**src/rtl/regfile_arb_pkg.sv**
```systemverilog
// rtl/regfile_arb_pkg.sv - shared types and helpers for the register-file writeback arbiter
package regfile_arb_pkg;

  localparam int NUM_REGS = 16;
  localparam int REG_W    = 16;

  typedef struct packed {
    logic [3:0]  addr;
    logic        wide;
    logic [31:0] data;
  } wb_req_t;

  typedef enum logic [1:0] {IDLE, WAIT, FORCE} arb_state_e;

  // Register bits touched by a write: the destination, plus R0 for a wide result.
  function automatic logic [NUM_REGS-1:0] reg_mask(input logic [3:0] addr, input logic wide);
    logic [NUM_REGS-1:0] m;
    m       = '0;
    m[addr] = 1'b1;
    m[0]    = m[0] | wide;
    return m;
  endfunction

endpackage

```
**src/rtl/wb_fifo.sv**
```systemverilog
// rtl/wb_fifo.sv - MDU result buffer; a pushed entry reaches the head only after the clock edge
module wb_fifo
  import regfile_arb_pkg::*;
#(
  parameter int DEPTH = 2,
  parameter int CNT_W = $clog2(DEPTH + 1)
) (
  input  logic             clk,
  input  logic             rst,
  input  logic             push,
  input  wb_req_t          push_data,
  input  logic             pop,
  output wb_req_t          head,
  output logic [CNT_W-1:0] count
);

  localparam int PTR_W = (DEPTH > 1) ? $clog2(DEPTH) : 1;

  wb_req_t          mem [DEPTH];
  logic [PTR_W-1:0] rd_ptr;
  logic [PTR_W-1:0] wr_ptr;

  function automatic logic [PTR_W-1:0] bump(input logic [PTR_W-1:0] p);
    return (p == PTR_W'(DEPTH - 1)) ? '0 : p + 1'b1;
  endfunction

  assign head = mem[rd_ptr];

  // Entry storage needs no reset; validity is tracked by count.
  always_ff @(posedge clk) begin
    if (push) mem[wr_ptr] <= push_data;
  end

  // Pointer and occupancy tracking; the caller never pushes when full or pops when empty.
  always_ff @(posedge clk or negedge rst) begin
    if (!rst) begin
      rd_ptr <= '0;
      wr_ptr <= '0;
      count  <= '0;
    end else begin
      if (push) wr_ptr <= bump(wr_ptr);
      if (pop)  rd_ptr <= bump(rd_ptr);
      case ({push, pop})
        2'b10:   count <= count + 1'b1;
        2'b01:   count <= count - 1'b1;
        default: ;
      endcase
    end
  end

endmodule

```
**src/rtl/regfile_wb_arbiter.sv**
```systemverilog
// rtl/regfile_wb_arbiter.sv - write-port arbiter between pipeline writeback and MDU; optional WB_BYPASS_EN
module regfile_wb_arbiter
  import regfile_arb_pkg::*;
#(
  parameter int DEPTH        = 2,
  parameter int STARVE_LIMIT = 4
) (
  input  logic                clk,
  input  logic                rst,
  input  logic                halt_sys,
  input  logic                pipe_we,
  input  logic [3:0]          pipe_addr,
  input  logic [REG_W-1:0]    pipe_data,
  input  logic                mdu_valid,
  output logic                mdu_ready,
  input  logic [3:0]          mdu_addr,
  input  logic                mdu_wide,
  input  logic [31:0]         mdu_data,
  input  logic                mdu_issue,
  input  logic [3:0]          mdu_issue_addr,
  input  logic                mdu_issue_wide,
  output logic                stall_pipe,
  output logic [NUM_REGS-1:0] busy_mask,
  output logic                rf_write_en,
  output logic                rf_R0_en,
  output logic [3:0]          rf_write_address,
  output logic [31:0]         rf_write_data
);

  localparam int CNT_W = $clog2(DEPTH + 1);
  localparam int WC_W  = $clog2(STARVE_LIMIT + 1);

  arb_state_e          state, state_next;
  logic [WC_W-1:0]     wait_cnt, wait_cnt_next;
  logic [CNT_W-1:0]    count;
  wb_req_t             head, in_req, grant_req;
  logic                push, pop, grant_pipe, grant_mdu, bypass, last;
  logic [NUM_REGS-1:0] busy_set, busy_clr;

  assign in_req    = {mdu_addr, mdu_wide, mdu_data};
  assign mdu_ready = !halt_sys && (count < CNT_W'(DEPTH));
  assign last      = (count == CNT_W'(1)) && !push;
  assign grant_req = bypass ? in_req : head;

  wb_fifo #(.DEPTH(DEPTH), .CNT_W(CNT_W)) u_fifo (
    .clk       (clk),
    .rst       (rst),
    .push      (push),
    .push_data (in_req),
    .pop       (pop),
    .head      (head),
    .count     (count)
  );

  // Arbitration: pipeline first, MDU head when the pipeline is idle or has starved it too long.
  always_comb begin
    state_next    = state;
    wait_cnt_next = wait_cnt;
    push          = mdu_valid && mdu_ready;
    pop           = 1'b0;
    grant_pipe    = 1'b0;
    grant_mdu     = 1'b0;
    bypass        = 1'b0;
    stall_pipe    = 1'b0;
    if (!halt_sys) begin
      case (state)
        IDLE: begin
          grant_pipe = pipe_we;
`ifdef WB_BYPASS_EN
          if (!pipe_we && mdu_valid) begin
            bypass    = 1'b1;
            grant_mdu = 1'b1;
            push      = 1'b0;
          end
`endif
          if (push) state_next = WAIT;
        end
        WAIT: begin
          if (!pipe_we) begin
            grant_mdu     = 1'b1;
            pop           = 1'b1;
            wait_cnt_next = '0;
            state_next    = last ? IDLE : WAIT;
          end else begin
            grant_pipe    = 1'b1;
            wait_cnt_next = wait_cnt + 1'b1;
            if (wait_cnt_next >= WC_W'(STARVE_LIMIT - 1)) state_next = FORCE;
          end
        end
        FORCE: begin
          stall_pipe    = 1'b1;
          grant_mdu     = 1'b1;
          pop           = 1'b1;
          wait_cnt_next = '0;
          state_next    = last ? IDLE : WAIT;
        end
        default: state_next = IDLE;
      endcase
    end
  end

  // Scoreboard updates: new reservations win over a clearing grant of the same register.
  always_comb begin
    busy_set = '0;
    busy_clr = '0;
    if (mdu_issue && !halt_sys) busy_set = reg_mask(mdu_issue_addr, mdu_issue_wide);
    if (grant_mdu)              busy_clr = reg_mask(grant_req.addr, grant_req.wide);
  end

  // State, starvation counter and scoreboard registers.
  always_ff @(posedge clk or negedge rst) begin
    if (!rst) begin
      state     <= IDLE;
      wait_cnt  <= '0;
      busy_mask <= '0;
    end else begin
      state     <= state_next;
      wait_cnt  <= wait_cnt_next;
      busy_mask <= (busy_mask & ~busy_clr) | busy_set;
    end
  end

  // Registered write port: a grant in one cycle drives the register file the next.
  always_ff @(posedge clk or negedge rst) begin
    if (!rst) begin
      rf_write_en      <= 1'b0;
      rf_R0_en         <= 1'b0;
      rf_write_address <= '0;
      rf_write_data    <= '0;
    end else begin
      rf_write_en <= grant_pipe || grant_mdu;
      if (grant_mdu) begin
        rf_R0_en         <= grant_req.wide;
        rf_write_address <= grant_req.addr;
        rf_write_data    <= grant_req.data;
      end else if (grant_pipe) begin
        rf_R0_en         <= 1'b0;
        rf_write_address <= pipe_addr;
        rf_write_data    <= {16'h0, pipe_data};
      end else begin
        rf_R0_en         <= 1'b0;
      end
    end
  end

  // The hazard unit must never let the pipeline overwrite a register the MDU still owns.
  a_no_busy_write: assert property (@(posedge clk) disable iff (!rst)
    (pipe_we && !halt_sys) |-> !busy_mask[pipe_addr]);

endmodule
```
**config.mk**
```make
export PLATFORM = sky130hd
export DESIGN_NAME = regfile_wb_arbiter
export DESIGN_NICKNAME = d
export VERILOG_FILES = /design/src/rtl/regfile_arb_pkg.sv /design/src/rtl/wb_fifo.sv /design/src/rtl/regfile_wb_arbiter.sv
export SDC_FILE = /design/constraint.sdc
export NUM_CORES = 1
export LEC_CHECK = 0
export ABC_AREA = 0
export BUFFER_PORTS_ARGS = -buffer_cell sky130_fd_sc_hd__buf_2
export CORE_MARGIN = 2
export CORE_UTILIZATION = 35
export DETAILED_ROUTE_END_ITERATION = 10
export MAX_ROUTING_LAYER = met4
export SYNTH_ARGS = -nofsm -noshare
export SYNTH_HDL_FRONTEND = slang
export SYNTH_HIERARCHICAL = 1
export SYNTH_SLANG_ARGS = --single-unit
```
**constraint.sdc**
```tcl
create_clock -name clk -period 3.6 [get_ports clk]
set_input_delay 0.36 -clock clk [delete_from_list [all_inputs] [get_ports clk]]
set_output_delay 0.36 -clock clk [all_outputs]
set_load 0.005 [all_outputs]
```
# After elaboration in Yosys (flattened, before gate mapping)
# Memory sizes are Yosys's and may differ from the RTL's.
# Cells that the tools add are included.
[totals]
n_memories = 1
ff_bits = 63
input_bits = 68
wordCells = 81
out_inout_bits = 56
ramBits = 74
[classes]
add_sub_neg = 5
bitwise = 6
magnitude_cmp = 6
n_reduce_logical = 15
n_eq_ne = 7
n_mux = 31
[memory_table]
columns = ["memory", "words", "width", "rd", "rd_clocked_by_memory_dff", "wr", "line", "rtl"]
rows = [
  ["u_fifo.mem", 2, 37, 1, 0, 1, "wb_fifo.sv:19", "wb_req_t mem [DEPTH];"],
]
[op_table]
columns = ["cell", "n"]
rows = [
  ["32-bit 2-to-1 mux", 2],
  ["16-bit 2-to-1 mux", 2],
  ["16-bit bitwise AND", 1],
  ["16-bit inverter", 1],
  ["16-bit OR", 1],
  ["1-bit 2-to-1 mux", 14],
  ["4-bit by 5-bit < comparator with 1-bit output (second input constant)", 2],
  ["1-bit demux with 4-bit select", 2],
  ["4-bit by 1-bit >= comparator with 1-bit output (second input constant)", 2],
  ["4-bit 2-to-1 mux", 2],
  ["2-bit by 1-bit == test with 1-bit output (second input constant)", 3],
  ["1-bit logical AND", 6],
  ["2-bit 2-to-1 mux", 3],
  ["2-bit one-hot mux with 3 select lines", 1],
  ["3-bit one-hot mux with 2 select lines", 1],
  ["2-bit nonzero test", 3],
  ["2-bit == test (second input constant)", 2],
  ["1-bit one-hot mux with 2 select lines", 2],
  ["2-bit one-hot mux with 2 select lines", 1],
  ["3-bit by 1-bit adder with 3-bit output (second input constant)", 1],
  ["3-bit by 2-bit >= comparator with 1-bit output (second input constant)", 1],
  ["3-bit 2-to-1 mux", 1],
  ["3-bit inequality test (second input constant)", 1],
  ["3-bit AND reduction", 1],
  ["11 further kinds", 14],
]

# Depth between registers and ports, before layout
# An unclocked memory read counts as a cell.
[depth]
depth_word = 10
depth_mapped = 10
ltp_nobuf = 9

# By module
# The synthesis kept the hierarchy.
[by_module_without_submodules]
columns = ["mod", "instances", "seq_area_each_um2", "area_each_um2", "cells_per_inst"]
rows = [
  ["wb_fifo", 1, 2322.2, 2926.6, 129],
  ["regfile_wb_arbiter", 1, 1476.4, 2801.4, 307],
]

# Least setup slack after synthesis
# No wires, ideal clock.
[synth_timing]
path_kind = "in2reg"
start = "in halt_sys"
end = "mem u_fifo/mem[0][0] (netlist name) (enable)"
path_stages = 5
n_path_buf = 1
slack_ps = 681
arrival_ps = 2488
setup_time_ps = 431
t_required_ps = 3169
cell_sequence = "buf_2 -> nor2_1 -> and2_1 -> inv_1 -> nor2_1"
[synth_via]
elab_chain_cells = 5
[synth_lines]
columns = ["item", "line", "rtl"]
rows = [
  ["from (decl)", "regfile_wb_arbiter.sv:10", "input logic halt_sys,"],
  ["1-bit zero test", "regfile_wb_arbiter.sv:41", "assign mdu_ready = !halt_sys && (count < CNT_W'(DEPTH));"],
  ["1-bit logical AND", "regfile_wb_arbiter.sv:41", ""],
  ["net mdu_ready", "regfile_wb_arbiter.sv:15", "output logic mdu_ready,"],
  ["1-bit logical AND", "regfile_wb_arbiter.sv:59", "push = mdu_valid && mdu_ready;"],
  ["net push", "regfile_wb_arbiter.sv:37", "logic push, pop, grant_pipe, grant_mdu, bypass, last;"],
  ["1-bit 2-to-1 mux", "wb_fifo.sv:31", "if (push) mem[wr_ptr] <= push_data;"],
  ["1-bit 2-to-1 mux (not written as such)", "wb_fifo.sv:31", ""],
  ["to (decl)", "wb_fifo.sv:19", ""],
]
# The timed path passes the listed nets, and every way through them passes these cells.

# Final worst setup path
[layout_timing]
start = "reg state[1]"
end = "reg u_fifo.count[1]"
[layout_via]
elab_chain_cells = 5
word_cells_on_any_way = 8
cone_classes = "eq/ne: 4; mux: 3; reduce/logical: 1"
[layout_lines]
columns = ["item", "line", "rtl"]
rows = [
  ["from (decl)", "regfile_wb_arbiter.sv:33", "arb_state_e state, state_next;"],
  ["from (signal assigned)", "regfile_wb_arbiter.sv:117", "state <= state_next;"],
  ["2-bit == test / 2-bit by 1-bit == test with 1-bit output (equally long branches)", "regfile_wb_arbiter.sv:66", "case (state)"],
  ["1-bit one-hot mux with 2 select lines (*)", "regfile_wb_arbiter.sv:66", ""],
  ["1-bit 2-to-1 mux (*)", "regfile_wb_arbiter.sv:65", "if (!halt_sys) begin"],
  ["2-bit by 1-bit == test with 1-bit output / 2-bit == test (equally long branches)", "wb_fifo.sv:43", "case ({push, pop})"],
  ["2-bit one-hot mux with 2 select lines / 2-bit nonzero test (equally long branches)", "n/a", ""],
  ["to (signal assigned)", "wb_fifo.sv:44", "2'b10: count <= count + 1'b1;"],
  ["to (signal assigned)", "wb_fifo.sv:45", "2'b01: count <= count - 1'b1;"],
  ["to (decl)", "wb_fifo.sv:14", "output logic [CNT_W-1:0] count"],
]
# Mark *: on every way between the ends. The rest lies on a longest branch, timed or not.
# A chain may end at the register's enable or synchronous reset.

==> metrics.csv <==
metric,value,unit
status,completed,
path_clk_slew,0.05,ns
pwr-share-seq,40.9,%
overflow,0,
synth.avg_cell_area,13.1,µm²
cp_common_cell,ha_1,
row_count,46,
rsz0062_at_grt,false,
postRouteAntennaNets,0,
cts_max_level,4,
switching_share,28.1,%
clock_latency,0.41,ns
die_h,132,µm
antenna_found_initial,0,
n_fill_cell,1489,
crit_fanout,26,
synth_area_leader_cell,edfxtp_1,
drc,0,
netlist-cell-type-count,39,
gr-usage-all-layers,15.3,%
hp-class,in -> async,
vias,3778,
crit_start,state[1],
hold_viol_final,0,
post-place-ws,1.39,ns
wl_per_cell,15.5,µm
critPathRequiredTime,3.94,ns
tns,0,ns
clock-sinks,137,
endpoint_kind,register,
place_hpwl,8.30,mm
syn_nets,511,
grt_pass1_wl,19.9,mm
path_cells,"inv_1, ha_1, nor2b_2, o21ai_4, inv_4, ha_1, nor2_1, xor2_1",
core_area,15900,µm²
cts_tree,yes,
path_buf_inv,2,
pwr-share-clk,33.6,%
maxSlewHeadroom,35.9,%
ir_drop,0.345,mV
cts_buffers,17,
netlist_area,5730,µm²
leakage,3.12,nW
max_cap_viol_count,0,
clk_root_buffer_cell,clkbuf_16,
start_util,35.9,%
worst_slew_pin_slew,0.961,ns
yosysTopAreaCellShare,38.8,%
grt_pass1_vias,3879,
arrival,2.41,ns
area_delta_synth_final,25.1,%
ys_seq_elements,137,
setup_ws,1.52,ns
drive_gt1_share,35.4,%
routed_wl,12.3,mm
postCtsSetupRepairBufs,0,
fmax,482,MHz
grt_max_degree,64,
clockBufferDepth,2,
via_per_inst,4.78,
slowest_stage,dfrtp_1,
ios,124,
die_w,132,µm
cts_resized,0,
antenna_cells,0,
synthCells,436,
port_buffers,123,
cpLargestDelayFamily,adder cells,
startpoint_type,register,
drt-initial-drc-count,172,
period_needed,2.08,ns
layout.cells.most_common,buf_2,
powerDensity,772,nW/µm²
first_pass_iters,6,
critPathKind,reg -> reg,
yosysSeqAreaShare,66.3,%
setup_viol,0,
period_share,57.7,%
slowest_delay,0.41,ns
combPwrFrac,25.5,%
fin_skew,0.00773,ns
layout_common_cells,"122 x buf_2, 90 x nand2_1, 74 x edfxtp_1",
rr_startpoint,state[1],
internal_power,3.98,mW
dieArea,17400,µm²
synth_area_leaders,"edfxtp_1 39%, dfrtp_1 28%, nand2_1 5.9%",
fin_nets,637,
power,5.53,mW
gp_congestion,0.814,
cts_hold_buf,0,
synth_warnings,6,
p_switching,1.56,mW
slew_viol_final,0,
-- worst paths after layout --
kind	to	cells after the start	slack (ns)
worst max-delay path	u_fifo/count[1]	8	1.52
worst min-delay path	busy_mask[14]	1	0.06
worst max register to register	u_fifo/count[1]	8	1.52
worst min register to register	rf_write_data[25]	2	0.49
max in group asynchronous	u_fifo/rd_ptr	1	2.94
min in group clk	u_fifo/mem[0][8]	1	0.14
-- through the flow --
step	std cells	instance area, µm²	util, %	hold slack (ns)
3_3_place_gp	759	6520	40.9	0.472
4_1_cts	790	7160	44.9	0.0845
6_report	790	7160	44.9	0.0640
2_1_floorplan	436	5730	-	0.0644
3_5_place_dp	759	6520	40.9	0.483
5_1_grt	790	7160	44.9	0.108
-- sequential cells by signal, summed over array words and instances (netlist names) --
name,cells
rf_write_data,32
rf_R0_en,1
rf_write_address,4
state,2
u_fifo/wr_ptr,1
u_fifo/rd_ptr,1
wait_cnt,3
rf_write_en,1
u_fifo/count,2
busy_mask,16
u_fifo/mem,74
-- power by group through the flow --
stage / registers, mW / clock network (mW) / logic, mW
final: 2.26 / 1.86 / 1.41
after detailed placement: 2.29 / 0 / 1.44
after floorplan: 2.26 / 0 / 0.962
after global placement: 2.27 / 0 / 1.40
after CTS: 2.27 / 1.91 / 1.45
after global routing: 2.31 / 1.97 / 1.57
-- kinds of logic (layout without fill, tap and decap cells) --
kind of cell | after synthesis | after routing | synth area share (%)
adders and majority gates | 7 | 7 | 1.53
buffers and inverters | 27 | 165 | 2.93
xor gates and xnor gates | 6 | 6 | 0.918
AOI/OAI and AO/OA | 51 | 51 | 6.01
DFF | 137 | 137 | 66.3
muxes | 39 | 39 | 8.93
and+or+nand+nor | 169 | 169 | 13.4
-- layout make-up --
type	instances	area [µm²]	share of cell area (%)
Sequential cell	137	3800	53.0
Multi-Input combinational cell	272	1780	24.8
Timing Repair Buffer	127	648	9.05
Clock buffer	18	439	6.13
Tap cell	216	270	3.77
Clock inverter	13	201	2.81
Inverter	7	28.8	0.402
-- per-layer routing --
| layer | GRT usage (%) | vias to the layer above | share of wire (%) |
|---|---|---|---|
| li1 | - | 1801 | - |
| met1 | 17.2 | 1849 | 42 |
| met2 | 25.8 | 115 | 51 |
| met3 | 5.27 | 13 | 5.5 |
| met4 | 4.77 | 0 | 1.1 |
| met5 | - | - | 0 |
-- cells in the mapped netlist (all sizes together) --
master,count
o21bai,1
nor2b,8
mux2i,2
nand2,90
ha,7
o32a,1
buf,18
a32o,2
nand3b,3
nand3,23
clkbuf,2
a31oi,20
o2111ai,3
dfrtp,63
xor2,3
mux2,37
o31ai,2
inv,7
and4b,1
nor2,28
edfxtp,74
nand2b,6
a22o,5
nor3,1
xnor2,3
nor3b,4
o21ai,14
nand4,2
and2,3
a21oi,3
(Power assumes the default switching activity.)
